[config.mk]
export PLATFORM = sky130hd
export DESIGN_NAME = sdiv8
export DESIGN_NICKNAME = d
export VERILOG_FILES = /design/src/rtl/sdiv8.sv
export SDC_FILE = /design/constraint.sdc
export NUM_CORES = 1
export LEC_CHECK = 0
export BUFFER_PORTS_ARGS = -buffer_cell sky130_fd_sc_hd__buf_2
export CAP_MARGIN = 15
export CORE_UTILIZATION = 56
export CTS_CLUSTER_SIZE = 8
export DETAILED_ROUTE_END_ITERATION = 7
export GPL_ROUTABILITY_DRIVEN = 0
export PLACE_DENSITY = 0.86
export SETUP_SLACK_MARGIN = 0.2
export SLEW_MARGIN = 0
export SYNTH_ARGS = -nofsm -noshare
export SYNTH_HDL_FRONTEND = slang
export SYNTH_SLANG_ARGS = --single-unit
[constraint.sdc]
create_clock -name clk -period 2.3 [get_ports clk]
set_clock_uncertainty 0.15 [all_clocks]
set_input_delay 0.345 -clock clk [delete_from_list [all_inputs] [get_ports clk]]
set_output_delay 0.345 -clock clk [all_outputs]
set_load 0.01 [all_outputs]
[src/rtl/sdiv8.sv]
// -----------------------------------------------------------------------------
// sdiv8 -- sequential unsigned restoring (shift-subtract) divider.
//
// Divides a 2*WIDTH-bit dividend by a WIDTH-bit divisor, one quotient bit per
// clock, producing a WIDTH-bit quotient and WIDTH-bit remainder. Intended to
// take a shift-add multiplier product directly as its dividend.
//
// Ports:
//   clk        in   clock, all state updates on the rising edge
//   reset      in   asynchronous active-low reset
//   start      in   request, only sampled while idle
//   dividend   in   [2*WIDTH-1:0] unsigned dividend, captured on accepted start
//   divisor    in   [WIDTH-1:0]   unsigned divisor, captured on accepted start
//   busy       out  high while iterating (WIDTH cycles)
//   done       out  one-cycle completion pulse
//   ovf        out  result invalid (divide-by-zero or quotient overflow)
//   quotient   out  [WIDTH-1:0] result, held until the next accepted start
//   remainder  out  [WIDTH-1:0] result, held until the next accepted start
// -----------------------------------------------------------------------------
module sdiv8 #(
    parameter int WIDTH = 8
) (
    input  logic                 clk,
    input  logic                 reset,
    input  logic                 start,
    input  logic [2*WIDTH-1:0]   dividend,
    input  logic [WIDTH-1:0]     divisor,
    output logic                 busy,
    output logic                 done,
    output logic                 ovf,
    output logic [WIDTH-1:0]     quotient,
    output logic [WIDTH-1:0]     remainder
);

    localparam int CW = (WIDTH > 1) ? $clog2(WIDTH) : 1;

    typedef enum logic [1:0] {
        S_IDLE = 2'd0,
        S_RUN  = 2'd1,
        S_DONE = 2'd2
    } state_e;

    state_e           state_q, state_d;
    logic [WIDTH-1:0] dvs_q,   dvs_d;    // captured divisor
    // Partial remainder. It is always strictly less than the divisor between
    // steps, so its top (W+1-th) bit is identically zero and is not stored.
    logic [WIDTH-1:0] prem_q,  prem_d;
    logic [WIDTH-1:0] qsh_q,   qsh_d;    // dividend low half shifting out, quotient bits shifting in
    logic [CW-1:0]    cnt_q,   cnt_d;
    logic             ovf_q,   ovf_d;
    logic [WIDTH-1:0] quot_q,  quot_d;
    logic [WIDTH-1:0] rem_q,   rem_d;

    // One restoring step: shift the next dividend bit into the partial
    // remainder (W+1 bits wide) and subtract the divisor if it fits.
    logic [WIDTH:0]   shifted;
    logic             fits;
    logic [WIDTH-1:0] diff;
    logic [WIDTH-1:0] prem_step;
    logic [WIDTH-1:0] qsh_step;
    logic [WIDTH-1:0] dvd_hi;

    always_comb begin
        shifted   = {prem_q, qsh_q[WIDTH-1]};
        fits      = (shifted >= {1'b0, dvs_q});
        // When the divisor fits, the true difference is below the divisor and
        // therefore fits in WIDTH bits, so modulo-2^WIDTH subtraction is exact.
        diff      = shifted[WIDTH-1:0] - dvs_q;
        prem_step = fits ? diff : shifted[WIDTH-1:0];
        qsh_step  = {qsh_q[WIDTH-2:0], fits};
        dvd_hi    = dividend[2*WIDTH-1:WIDTH];
    end

    // NOTE: every signal assigned in this block gets a default first, so no
    // path leaves a value unassigned and no latch is inferred.
    always_comb begin
        state_d = state_q;
        dvs_d   = dvs_q;
        prem_d  = prem_q;
        qsh_d   = qsh_q;
        cnt_d   = cnt_q;
        ovf_d   = ovf_q;
        quot_d  = quot_q;
        rem_d   = rem_q;

        unique case (state_q)
            S_IDLE: begin
                if (start) begin
                    dvs_d = divisor;
                    // A high half >= divisor means the quotient needs more
                    // than WIDTH bits; divisor==0 is caught by the same test
                    // but is spelled out for clarity.
                    if ((divisor == '0) || (dvd_hi >= divisor)) begin
                        ovf_d   = 1'b1;
                        quot_d  = '0;
                        rem_d   = '0;
                        state_d = S_DONE;
                    end else begin
                        ovf_d   = 1'b0;
                        prem_d  = dvd_hi;
                        qsh_d   = dividend[WIDTH-1:0];
                        cnt_d   = CW'(WIDTH - 1);
                        state_d = S_RUN;
                    end
                end
            end
            S_RUN: begin
                prem_d = prem_step;
                qsh_d  = qsh_step;
                if (cnt_q == '0) begin
                    quot_d  = qsh_step;
                    rem_d   = prem_step;
                    state_d = S_DONE;
                end else begin
                    cnt_d = cnt_q - CW'(1);
                end
            end
            S_DONE: begin
                state_d = S_IDLE;
            end
            default: begin
                state_d = S_IDLE;
            end
        endcase
    end

    // NOTE: sequential state uses non-blocking assignments so every flop
    // samples the pre-edge values, independent of statement order.
    always_ff @(posedge clk or negedge reset) begin
        if (!reset) begin
            state_q <= S_IDLE;
            dvs_q   <= '0;
            prem_q  <= '0;
            qsh_q   <= '0;
            cnt_q   <= '0;
            ovf_q   <= 1'b0;
            quot_q  <= '0;
            rem_q   <= '0;
        end else begin
            state_q <= state_d;
            dvs_q   <= dvs_d;
            prem_q  <= prem_d;
            qsh_q   <= qsh_d;
            cnt_q   <= cnt_d;
            ovf_q   <= ovf_d;
            quot_q  <= quot_d;
            rem_q   <= rem_d;
        end
    end

    assign busy      = (state_q == S_RUN);
    assign done      = (state_q == S_DONE);
    assign ovf       = ovf_q;
    assign quotient  = quot_q;
    assign remainder = rem_q;

endmodule

# Yosys cells after proc, flatten, opt, wreduce, memory -nomap -nowiden
# Cells that the tools add are included.
[totals] reg_bits=46
[classes] addsub=2 magnitude_cmp=2 eq_ne=7 muxes=22 n_reduce_logical=10
[ops] cell="$mux W8" n=9
[ops] cell="$pmux W8 S2" n=4
[ops] cell="$ge A9 B8 Y1" n=1
[ops] cell="$mux W3" n=3
[ops] cell="$ge A8 B8 Y1" n=1
[ops] cell="$logic_not A8 Y1" n=1
[ops] cell="$ne A2 B2 Y1 const B" n=4
[ops] cell="$reduce_and A4 Y1" n=2
[ops] cell="$sub A8 B8 Y8" n=1
[ops] cell="$mux W2" n=3
[ops] cell="$pmux W3 S2" n=1
[ops] cell="$pmux W2 S2" n=1
[ops] cell="$reduce_and A2 Y1" n=2
[ops] cell="$logic_not A3 Y1" n=1
[ops] cell="$reduce_and A3 Y1" n=1
[ops] cell="$sub A3 B1 Y3 const B" n=1
[ops] cell="$eq A2 B1 Y1 const B" n=1
[ops] cell="$eq A2 B2 Y1 const B" n=1
[ops] cell="$logic_not A2 Y1" n=1
[ops] cell="$ne A2 B1 Y1 const B" n=1
[ops] cell="$reduce_bool A2 Y1" n=1
[ops] cell="$logic_or A1 B1 Y1" n=1
[ops] cell="$mux W1" n=1

# Logic depth before layout (Yosys ltp)
# Gate-level depths: netlist of the first run.
[depth] word_depth=5 ltp_mapped=10

# Worst setup path after synthesis of the first run
# OpenSTA, ideal clock, no wires.
[synth_path] kind="in2reg" startpoint="input port divisor[5]" endpoint="register prem_q[5]" setup_time_ns=0.126 arrival_time_ns=1.954 required_time_ns=2.024 slack_ns=0.070 stages=9 path_buffers=2 cell_sequence="inv_1 > ha_1 > a2111oi_1 > o21a_1 > o2111a_1 > buf_6 > buf_12 > nor2_2 > a221o_1"
[synth_via] elab_chain_len=4
[synth_rtl] item="start, declared" line_no="27" source="input logic [WIDTH-1:0] divisor,"
[synth_rtl] item="$ge A8 B8 Y1 / $logic_not A8 Y1 (equally long branches)" line_no="93" source="if ((divisor == '0) || (dvd_hi >= divisor)) begin"
[synth_rtl] item="$logic_or A1 B1 Y1 *" line_no="93"
[synth_rtl] item="$ne A2 B2 Y1 (no line) *"
[synth_rtl] item="$reduce_and A3 Y1 (no line) *"
[synth_rtl] item="end signal, assigned" line_no="142" source="prem_q <= prem_d;"
[synth_rtl] item="end, declared" line_no="47" source="logic [WIDTH-1:0] prem_q, prem_d;"
# Mark *: on every way between the ends. The rest lies on a longest branch, timed or not.
# A chain may end at the register's enable or synchronous reset.

# Final worst setup path of the first run
[layout_path] startpoint="register qsh_q[7]" endpoint="register rem_q[6], in the netlist remainder[6]"
[layout_via] elab_chain_len=4
[layout_rtl] item="start, declared" line_no="48" source="logic [WIDTH-1:0] qsh_q, qsh_d;"
[layout_rtl] item="start signal, assigned" line_no="143" source="qsh_q <= qsh_d;"
[layout_rtl] item="$sub A8 B8 Y8 / $ge A9 B8 Y1 (equally long branches)" line_no="68, 65"
[layout_rtl] item="$mux W8 *" line_no="69" source="prem_step = fits ? diff : shifted[WIDTH-1:0];"
[layout_rtl] item="$mux W8 *" line_no="110" source="if (cnt_q == '0) begin"
[layout_rtl] item="$pmux W8 S2 *" line_no="86" source="unique case (state_q)"
[layout_rtl] item="end signal, assigned" line_no="147" source="rem_q <= rem_d;"
[layout_rtl] item="end, declared" line_no="52" source="logic [WIDTH-1:0] rem_q, rem_d;"
# Mark *: on every way between the ends. The rest lies on a longest branch, timed or not. The select of a mux whose other input is x is not followed.

==> results of run 1 <==
-- layout make-up --
cell class,count,area (um^2)
inverters,24,105
well taps,52,65.1
fillers,229,850
multi-input cells,191,1570
flip-flops and latches,46,1150
repair buffers,78,538
clock buffers,8,110
-- cell families after synthesis --
logic type	after synthesis
multiplexers	12
buffers and inverters	32
AND/OR/NAND/NOR	81
flip-flops	46
AO/OA/AOI/OAI	76
XOR/XNOR	3
adder cells (fa/ha/maj)	19
-- cell usage in the layout, fill, tap and decap left out, drive strengths merged, types with 5 or more instances in the layout --
cell type  netlist  final
nand2b           5      5
clkbuf           3      8
dfrtp           46     46
nor2            13     13
ha              18     18
mux2i            8      8
buf              5     77
a21oi           10     10
o21ai           39     39
nor2b            7      7
nand2           39     39
inv             23     23
-- registers in the layout (all words and copies together), names as in the netlist --
signal / cells
quotient: 8
state_q: 2
ovf: 1
qsh_q: 8
prem_q: 8
cnt_q: 3
remainder: 8
dvs_q: 8
-- power breakdown --
group / total (W) / leakage (nW) / switching (W) / internal, W
registers: 0.00143 / 0.576 / 0.000266 / 0.00117
clock network: 0.000576 / 0.0575 / 0.000272 / 0.000304
logic: 0.00388 / 0.998 / 0.00207 / 0.00181
-- synthesized netlist by cell type, drive strengths merged (2+ instances only) --
master    n
dfrtp    46
o32ai     2
nand3     4
a2111oi   2
or2       2
a211oi    2
inv      23
nor3      4
mux2i     8
xnor2     3
a22o      3
nor2b     7
nand2b    5
a32oi     2
a21oi    10
nor2     13
buf       5
a221o     2
clkbuf    3
nor4      2
o211ai    4
o21ai    39
ha       18
nand2    39
mux2      4
o21a      3
nor3b     3
-- how the worst min path moves through the flow --
stage / from / end / slack [ps] / depth (start not counted)
2_1_floorplan: reset / cnt_q[0]$_DFFE_PN0P_ / -100 / 0
3_3_place_gp: reset / quotient[2]$_DFFE_PN0P_ / 310 / 2
3_5_place_dp: reset / quotient[2]$_DFFE_PN0P_ / 310 / 2
4_1_cts: divisor[1] / dvs_q[1]$_DFFE_PN0P_ / 170 / 3
5_1_grt: dividend[3] / qsh_q[3]$_DFFE_PN0P_ / 190 / 3
6_report: dividend[5] / qsh_q[5]$_DFFE_PN0P_ / 180 / 3
-- layer usage --
| metal | track usage [%] | vias to the layer above |
|---|---|---|
| li1 | - | 1096 |
| met1 | 34.9 | 1215 |
| met2 | 51.2 | 154 |
| met3 | 5.48 | 50 |
| met4 | 12.7 | 0 |
| met5 | 0 | - |
-- timing repair --
action                                  4_1_cts  5_1_grt
setup buffers                                 3        4
cloned                                        0        0
resized for setup                            17       40
pin swaps                                     6       14
hold buffers                                  1        0
endpoints found under the setup margin       16       30
endpoints found under the hold margin        22        0
-- worst max-delay path, stage by stage, from the launching register on --
cell                       delay (ps)
sky130_fd_sc_hd__dfrtp_1          390
sky130_fd_sc_hd__inv_2            110
sky130_fd_sc_hd__ha_4             150
sky130_fd_sc_hd__fa_2             200
sky130_fd_sc_hd__nor2b_2           50
sky130_fd_sc_hd__o31a_1           360
sky130_fd_sc_hd__nor3_2           270
sky130_fd_sc_hd__nor3b_4           80
sky130_fd_sc_hd__buf_4            160
sky130_fd_sc_hd__buf_6            100
sky130_fd_sc_hd__o211ai_1         170
-- per-stage QoR --
step                      hold slack (ps)  area, um^2  cells  setup TNS (ps)  setup slack (ps)
after floorplan                      -101        2650    269               0               193
after global placement                309        3110    383            -556             -88.2
after detailed placement              315        3110    383           -1420              -114
after CTS                             168        3330    395               0               123
after global routing                  192        3530    399            -148             -76.5
final                                 180        3530    399               0              28.4
==> load_flow_metrics.sql, run 1 <==
INSERT INTO impl_metrics (metric_group, metric, value, unit) VALUES
('yosys', 'synthDominantAreaCellType', 'sky130_fd_sc_hd__dfrtp_1', ''),
('floorplan', 'core', '4380', 'um^2'),
('routing', 'wl_met2', '4.06', 'mm'),
('timing', 'report.final.setup_viol', '0', ''),
('yosys', 'synthCells', '269', ''),
('floorplan', 'ios', '46', ''),
('yosys', 'post_synth_xor_xnor_area', '1.02', '%'),
('clock_network', 'tritoncts_num_sinks', '46', ''),
('floorplan', 'floorplan.rows', '24', ''),
('global_route', 'maximum_number_of_pins_on_one_net_before_global_route_repair', '47', ''),
('power_and_ir_drop', 'leakage', '1.63', 'nW'),
('routing', 'route.detailed.wl_per_inst', '20.1', 'um'),
('placed_design', 'placement.io_buffers', '45', ''),
('yosys', 'ys.flop_type', 'sky130_fd_sc_hd__dfrtp_1', ''),
('yosys', 'ys_seq_elements', '46', ''),
('setup_path', 'reg2regPathDepth', '10', ''),
('yosys', 'syn-num-nets', '315', ''),
('routing', 'route.antenna.remaining_nets', '0', ''),
('clock_network', 'cts-buffers-inserted', '5', ''),
('routing', 'top_layer', 'met4', ''),
('yosys', 'synth-warning-count', '0', ''),
('setup_path', 'worstSetupPathType', 'reg2reg', ''),
('clock_network', 'max-clock-path-buffers', '2', ''),
('global_route', 'grt_use_total', '29.2', '%'),
('outcome', 'status', 'complete, no violations', ''),
('global_route', 'first_pass_grt_wire_length', '11.1', 'mm'),
('yosys', 'cell_types_with_the_largest_area_share_after_synthesis', 'sky130_fd_sc_hd__dfrtp_1 45%, sky130_fd_sc_hd__ha_1 8.7%, sky130_fd_sc_hd__o21ai_0 6.0%', ''),
('clock_network', 'cts_tree', 'built', ''),
('setup_path', 'crit_path_launch_type', 'flip-flop', ''),
('yosys', 'post_synth_mux_area_share', '5.13', '%'),
('clock_network', 'cts_htree_levels', '2', ''),
('routing', 'detailedRoute.firstPassIterationCount', '6', ''),
('setup_path', 'path_max_fanout', '3', ''),
('floorplan', 'initial_utilization', '59.0', '%'),
('setup_path', 'timing.rr.start', 'qsh_q[7]$_DFFE_PN0P_', ''),
('global_route', 'grt_antenna_before_repair', '0', ''),
('final_layout', 'proportion_of_layout_cells_with_a_drive_suffix_above_1', '39.8', '%'),
('routing', 'num_vias', '2515', ''),
('routing', 'post-route-drc-count', '0', ''),
('final_layout', 'number_of_nets_at_the_end_of_the_flow', '392', ''),
('yosys', 'post_synth_and_or_nand_nor_area_fraction', '14.6', '%'),
('setup_path', 'critical_path_start', 'qsh_q[7]$_DFFE_PN0P_', ''),
('clock_network', 'cts_root_buffer', 'sky130_fd_sc_hd__clkbuf_8', ''),
('setup_path', 'worst_setup_path_end_kind', 'flip-flop', ''),
('routing', 'route.final.wire_length', '8.02', 'mm'),
('yosys', 'synth_top_family_by_area', 'compound AO/OA/AOI/OAI gates', ''),
('timing', 'slew_headroom', '61.4', '%'),
('power_and_ir_drop', 'powerDensity', '1670', 'nW/um^2'),
('final_layout', 'antenna_cells_inserted', '0', ''),
('floorplan', 'fp.dieH', '69.9', 'um'),
('yosys', 'area_fraction_in_compound_gates_after_synthesis', '19.5', '%'),
('routing', 'wl_met3', '580', 'um'),
('timing', 'worstMarginPinSlew', '580', 'ps'),
('power_and_ir_drop', 'irDropWorstVdd', '0.000985', 'V'),
('setup_path', 'worst-endpoint-arrival', '2340', 'ps'),
('global_route', 'vias_in_the_first_global_route', '2330', ''),
('clock_network', 'clk_latency', '300', 'ps'),
('yosys', 'avgSynthCellArea', '9.61', 'um^2'),
('routing', 'drt_iter0_markers', '213', ''),
('clock_network', 'path_clk_slew', '90', 'ps'),
('power_and_ir_drop', 'total_power', '0.00589', 'W'),
('timing', 'final_hold_viol_count', '0', ''),
('placed_design', 'dpl.hpwl', '4.51', 'mm'),
('hold_path', 'hp-class', 'in2reg', ''),
('setup_path', 'critical_path.reg2reg.endpoint', 'remainder[6]$_DFFE_PN0P_', ''),
('global_route', 'overflow', '0', ''),
('yosys', 'register_area_share_after_synthesis', '44.5', '%'),
('floorplan', 'die-area', '4890', 'um^2'),
('timing', 'period_share', '98.8', '%'),
('setup_path', 'setup_slack_reg_to_reg', '30', 'ps'),
('routing', 'wirelength_met1', '2.96', 'mm');
Note: power is estimated with default switching activity, not from simulation.
==> run 2: changes to the inputs <==
==> constraint.sdc (replaced) <==
create_clock -name clk -period 2.2 [get_ports clk]
set_clock_uncertainty 0.15 [all_clocks]
set_input_delay 0.33 -clock clk [delete_from_list [all_inputs] [get_ports clk]]
set_output_delay 0.33 -clock clk [all_outputs]
set_load 0.01 [all_outputs]
==> run 2 against run 1 <==
  * Largest cell class unchanged
  * Total power up 32%
  * Cell count up 6.3%
  * Register-to-register slack worse by 110 ps
  * Global-route usage up 5.0 points
  * Routed wire length up 27%
  * The run now ends with setup timing left
  * Flip-flop and latch count unchanged
  * Clock-buffer cell count down 3
==> load_flow_metrics.sql, run 2 (synthesized netlist as in run 1, its figures left out) <==
INSERT INTO impl_metrics (metric_group, metric, value, unit) VALUES
('floorplan', 'core', '4380', 'um^2'),
('clock_network', 'path_clk_slew', '90', 'ps'),
('floorplan', 'floorplan.rows', '24', ''),
('routing', 'detailedRoute.firstPassIterationCount', '5', ''),
('final_layout', 'layout_commonest_cell', 'sky130_fd_sc_hd__dfrtp_1', ''),
('flow_run', 'cap_viol_max_count', '0', ''),
('power_and_ir_drop', 'powerDensity', '1930', 'nW/um^2'),
('timing', 'rsz0062_at_grt', 'true', ''),
('setup_path', 'worstSetupPathType', 'reg2reg', ''),
('placed_design', 'post-place-cells', '389', ''),
('routing', 'route.final.wire_length', '10.2', 'mm'),
('setup_path', 'timing.critical_path.required', '2240', 'ps'),
('final_layout', 'most-common-layout-cells', '45 x sky130_fd_sc_hd__dfrtp_1, 43 x sky130_fd_sc_hd__buf_2, 36 x sky130_fd_sc_hd__buf_4, 35 x sky130_fd_sc_hd__nand2_1, 17 x sky130_fd_sc_hd__o21ai_1', ''),
('power_and_ir_drop', 'share_clk_of_total_power', '6.4', '%'),
('final_layout', 'antenna_cells_inserted', '0', ''),
('timing', 'clock.fmax', '438', 'MHz'),
('routing', 'post-route-drc-count', '0', ''),
('clock_network', 'cts-buffers-inserted', '5', ''),
('hold_path', 'hp-class', 'in2reg', ''),
('clock_network', 'clk_latency', '310', 'ps'),
('placed_design', 'placement.io_buffers', '45', ''),
('setup_path', 'crit_path_launch_type', 'flip-flop', ''),
('floorplan', 'fp.dieH', '69.9', 'um'),
('clock_network', 'max-clock-path-buffers', '2', ''),
('setup_path', 'cp_slowest_stage_delay', '420', 'ps'),
('power_and_ir_drop', 'intPower', '0.00431', 'W'),
('setup_path', 'setup.worst_path.end', 'prem_q[6]$_DFFE_PN0P_', ''),
('power_and_ir_drop', 'power.share.switching', '44.6', '%'),
('floorplan', 'die-area', '4890', 'um^2'),
('outcome', 'status', 'finished with violations', ''),
('routing', 'drt_iter0_markers', '309', ''),
('routing', 'num_vias', '2782', ''),
('global_route', 'grt_use_total', '34.2', '%'),
('timing', 'slew_headroom', '61.0', '%'),
('routing', 'route.detailed.wl_per_inst', '24.0', 'um'),
('timing', 'worst_hold_slack', '160', 'ps'),
('setup_path', 'reg2regPathDepth', '8', ''),
('routing', 'detail_route.vias_per_cell', '6.56', ''),
('timing', 'report.final.setup_viol', '12', ''),
('setup_path', 'path_cells', 'ha_4 -> fa_2 -> nor2b_2 -> o31a_1 -> nor3_2 -> nor3b_4 -> o21ai_1 -> a221o_1', ''),
('timing', 'min_clock_period_post_route', '2280', 'ps'),
('setup_path', 'critical_path.reg2reg.endpoint', 'prem_q[6]$_DFFE_PN0P_', ''),
('clock_network', 'cts_root_buffer', 'sky130_fd_sc_hd__clkbuf_8', ''),
('power_and_ir_drop', 'net_switching_power', '0.00347', 'W'),
('floorplan', 'ios', '46', ''),
('setup_path', 'path_max_fanout', '3', ''),
('power_and_ir_drop', 'sequentialPowerShare', '19.7', '%'),
('hold_path', 'hold_path_depth', '3', ''),
('timing', 'final_hold_viol_count', '0', ''),
('power_and_ir_drop', 'power.share.combinational', '73.9', '%'),
('floorplan', 'dieWidth', '69.9', 'um'),
('final_layout', 'final.fill_count', '144', ''),
('setup_path', 'worst_setup_path_end_kind', 'flip-flop', ''),
('outcome', 'failing_checks', 'setup timing', ''),
('floorplan', 'initial_utilization', '59.0', '%'),
('timing', 'timing.final.max_slew_violations', '0', ''),
('power_and_ir_drop', 'irDropWorstVdd', '0.00118', 'V'),
('routing', 'route.antenna.remaining_nets', '0', ''),
('global_route', 'overflow', '0', ''),
('power_and_ir_drop', 'leakage', '1.85', 'nW'),
('setup_path', 'worst-endpoint-arrival', '2330', 'ps'),
('global_route', 'grt_antenna_before_repair', '0', ''),
('clock_network', 'cts_tree', 'built', ''),
('global_route', 'first_pass_grt_wire_length', '12.6', 'mm'),
('final_layout', 'stdcell_count', '424', ''),
('setup_path', 'cp_slowest_cell', 'sky130_fd_sc_hd__dfrtp_1', ''),
('global_route', 'vias_in_the_first_global_route', '2529', ''),
('clock_network', 'tritoncts_num_sinks', '46', ''),
('timing', 'setup_ws', '-82.7', 'ps'),
('final_layout', 'number_of_nets_at_the_end_of_the_flow', '418', ''),
('setup_path', 'setup_slack_reg_to_reg', '-80', 'ps'),
('final_layout', 'proportion_of_layout_cells_with_a_drive_suffix_above_1', '51.3', '%'),
('global_route', 'maximum_number_of_pins_on_one_net_before_global_route_repair', '47', ''),
('timing', 'worstMarginPinSlew', '586', 'ps'),
('placed_design', 'dpl.hpwl', '4.54', 'mm'),
('clock_network', 'cts_htree_levels', '2', ''),
('setup_path', 'timing.rr.start', 'dvs_q[0]$_DFFE_PN0P_', ''),
('setup_path', 'critical_path_start', 'dvs_q[0]$_DFFE_PN0P_', ''),
('final_layout', 'syn2layout_area_growth', '56.2', '%'),
('timing', 'period_share', '104', '%');
-- run 2: changes by cell type in the layout (fill, tap and decap cells not counted), moves of 5 or more --
cell,delta
sky130_fd_sc_hd__buf_4,+11
sky130_fd_sc_hd__buf_6,+9
sky130_fd_sc_hd__o21ai_0,-8
sky130_fd_sc_hd__a21oi_1,-5
-- run 2: metrics by stage --
| step | setup slack, ps | TNS (ps) | cell area, um^2 | utilization, % | total power, W |
|---|---|---|---|---|---|
| 2_1_floorplan | 109 | 0 | 2680 | - | 0.00348 |
| 3_3_place_gp | -181 | -2580 | 3190 | 72.7 | 0.00427 |
| 3_5_place_dp | -283 | -5430 | 3190 | 72.7 | 0.00442 |
| 4_1_cts | 2.41 | 0 | 3590 | 81.8 | 0.00587 |
| 5_1_grt | -144 | -910 | 4040 | 92.1 | 0.00805 |
| 6_report | -82.7 | -403 | 4040 | 92.1 | 0.00779 |
-- run 2: routing by layer --
layer	up-vias	GRT usage (%)	wire length, um
met5	-	0	0
met4	0	19.8	670
met3	72	6.93	752
met2	210	57.6	4930
met1	1345	40.5	3820
li1	1155	-	-
-- run 2: worst max-delay path, delay by kind of cell (launching register included) --
family                     cells  cell delay [ps]
adders and majority gates      2              530
and+or+nand+nor                3              470
AOI/OAI and AO/OA              3              600
DFF                            1              420
-- run 2: area by class of cell --
class / instances / area (um^2) / share of cell area, %
sequential: 46 / 1150 / 28.5
tap: 52 / 65.1 / 1.61
clock inverter: 2 / 10.0 / 0.248
inverter: 24 / 109 / 2.70
clock buffer: 5 / 68.8 / 1.70
timing repair buffer: 104 / 875 / 21.7
multi-input combinational: 191 / 1760 / 43.5
-- run 2: power by group through the flow --
stage	clock (W)	sequential (W)	combinational, W
finish	0.000500	0.00153	0.00575
detailed placement	0	0.00145	0.00297
global placement	0	0.00144	0.00283
global route	0.000534	0.00155	0.00597
CTS	0.000500	0.00146	0.00392
floorplan	0	0.00145	0.00202
-- run 2: repair_timing --
action / CTS / global route
endpoints found under the setup margin: 31 / 37
cloned: 2 / 2
hold endpoints to repair: 46 / 0
buffers inserted: 14 / 9
gates resized for setup: 33 / 85
pin swaps: 15 / 31
hold buffers: 1 / 0
-- run 2: how the worst min path moves through the flow --
stage                startpoint                        to
floorplan                 reset      cnt_q[0]$_DFFE_PN0P_
global placement          reset  remainder[6]$_DFFE_PN0P_
detailed placement        reset   quotient[0]$_DFFE_PN0P_
CTS                 dividend[6]      qsh_q[6]$_DFFE_PN0P_
global route        dividend[3]      qsh_q[3]$_DFFE_PN0P_
finish              dividend[3]      qsh_q[3]$_DFFE_PN0P_
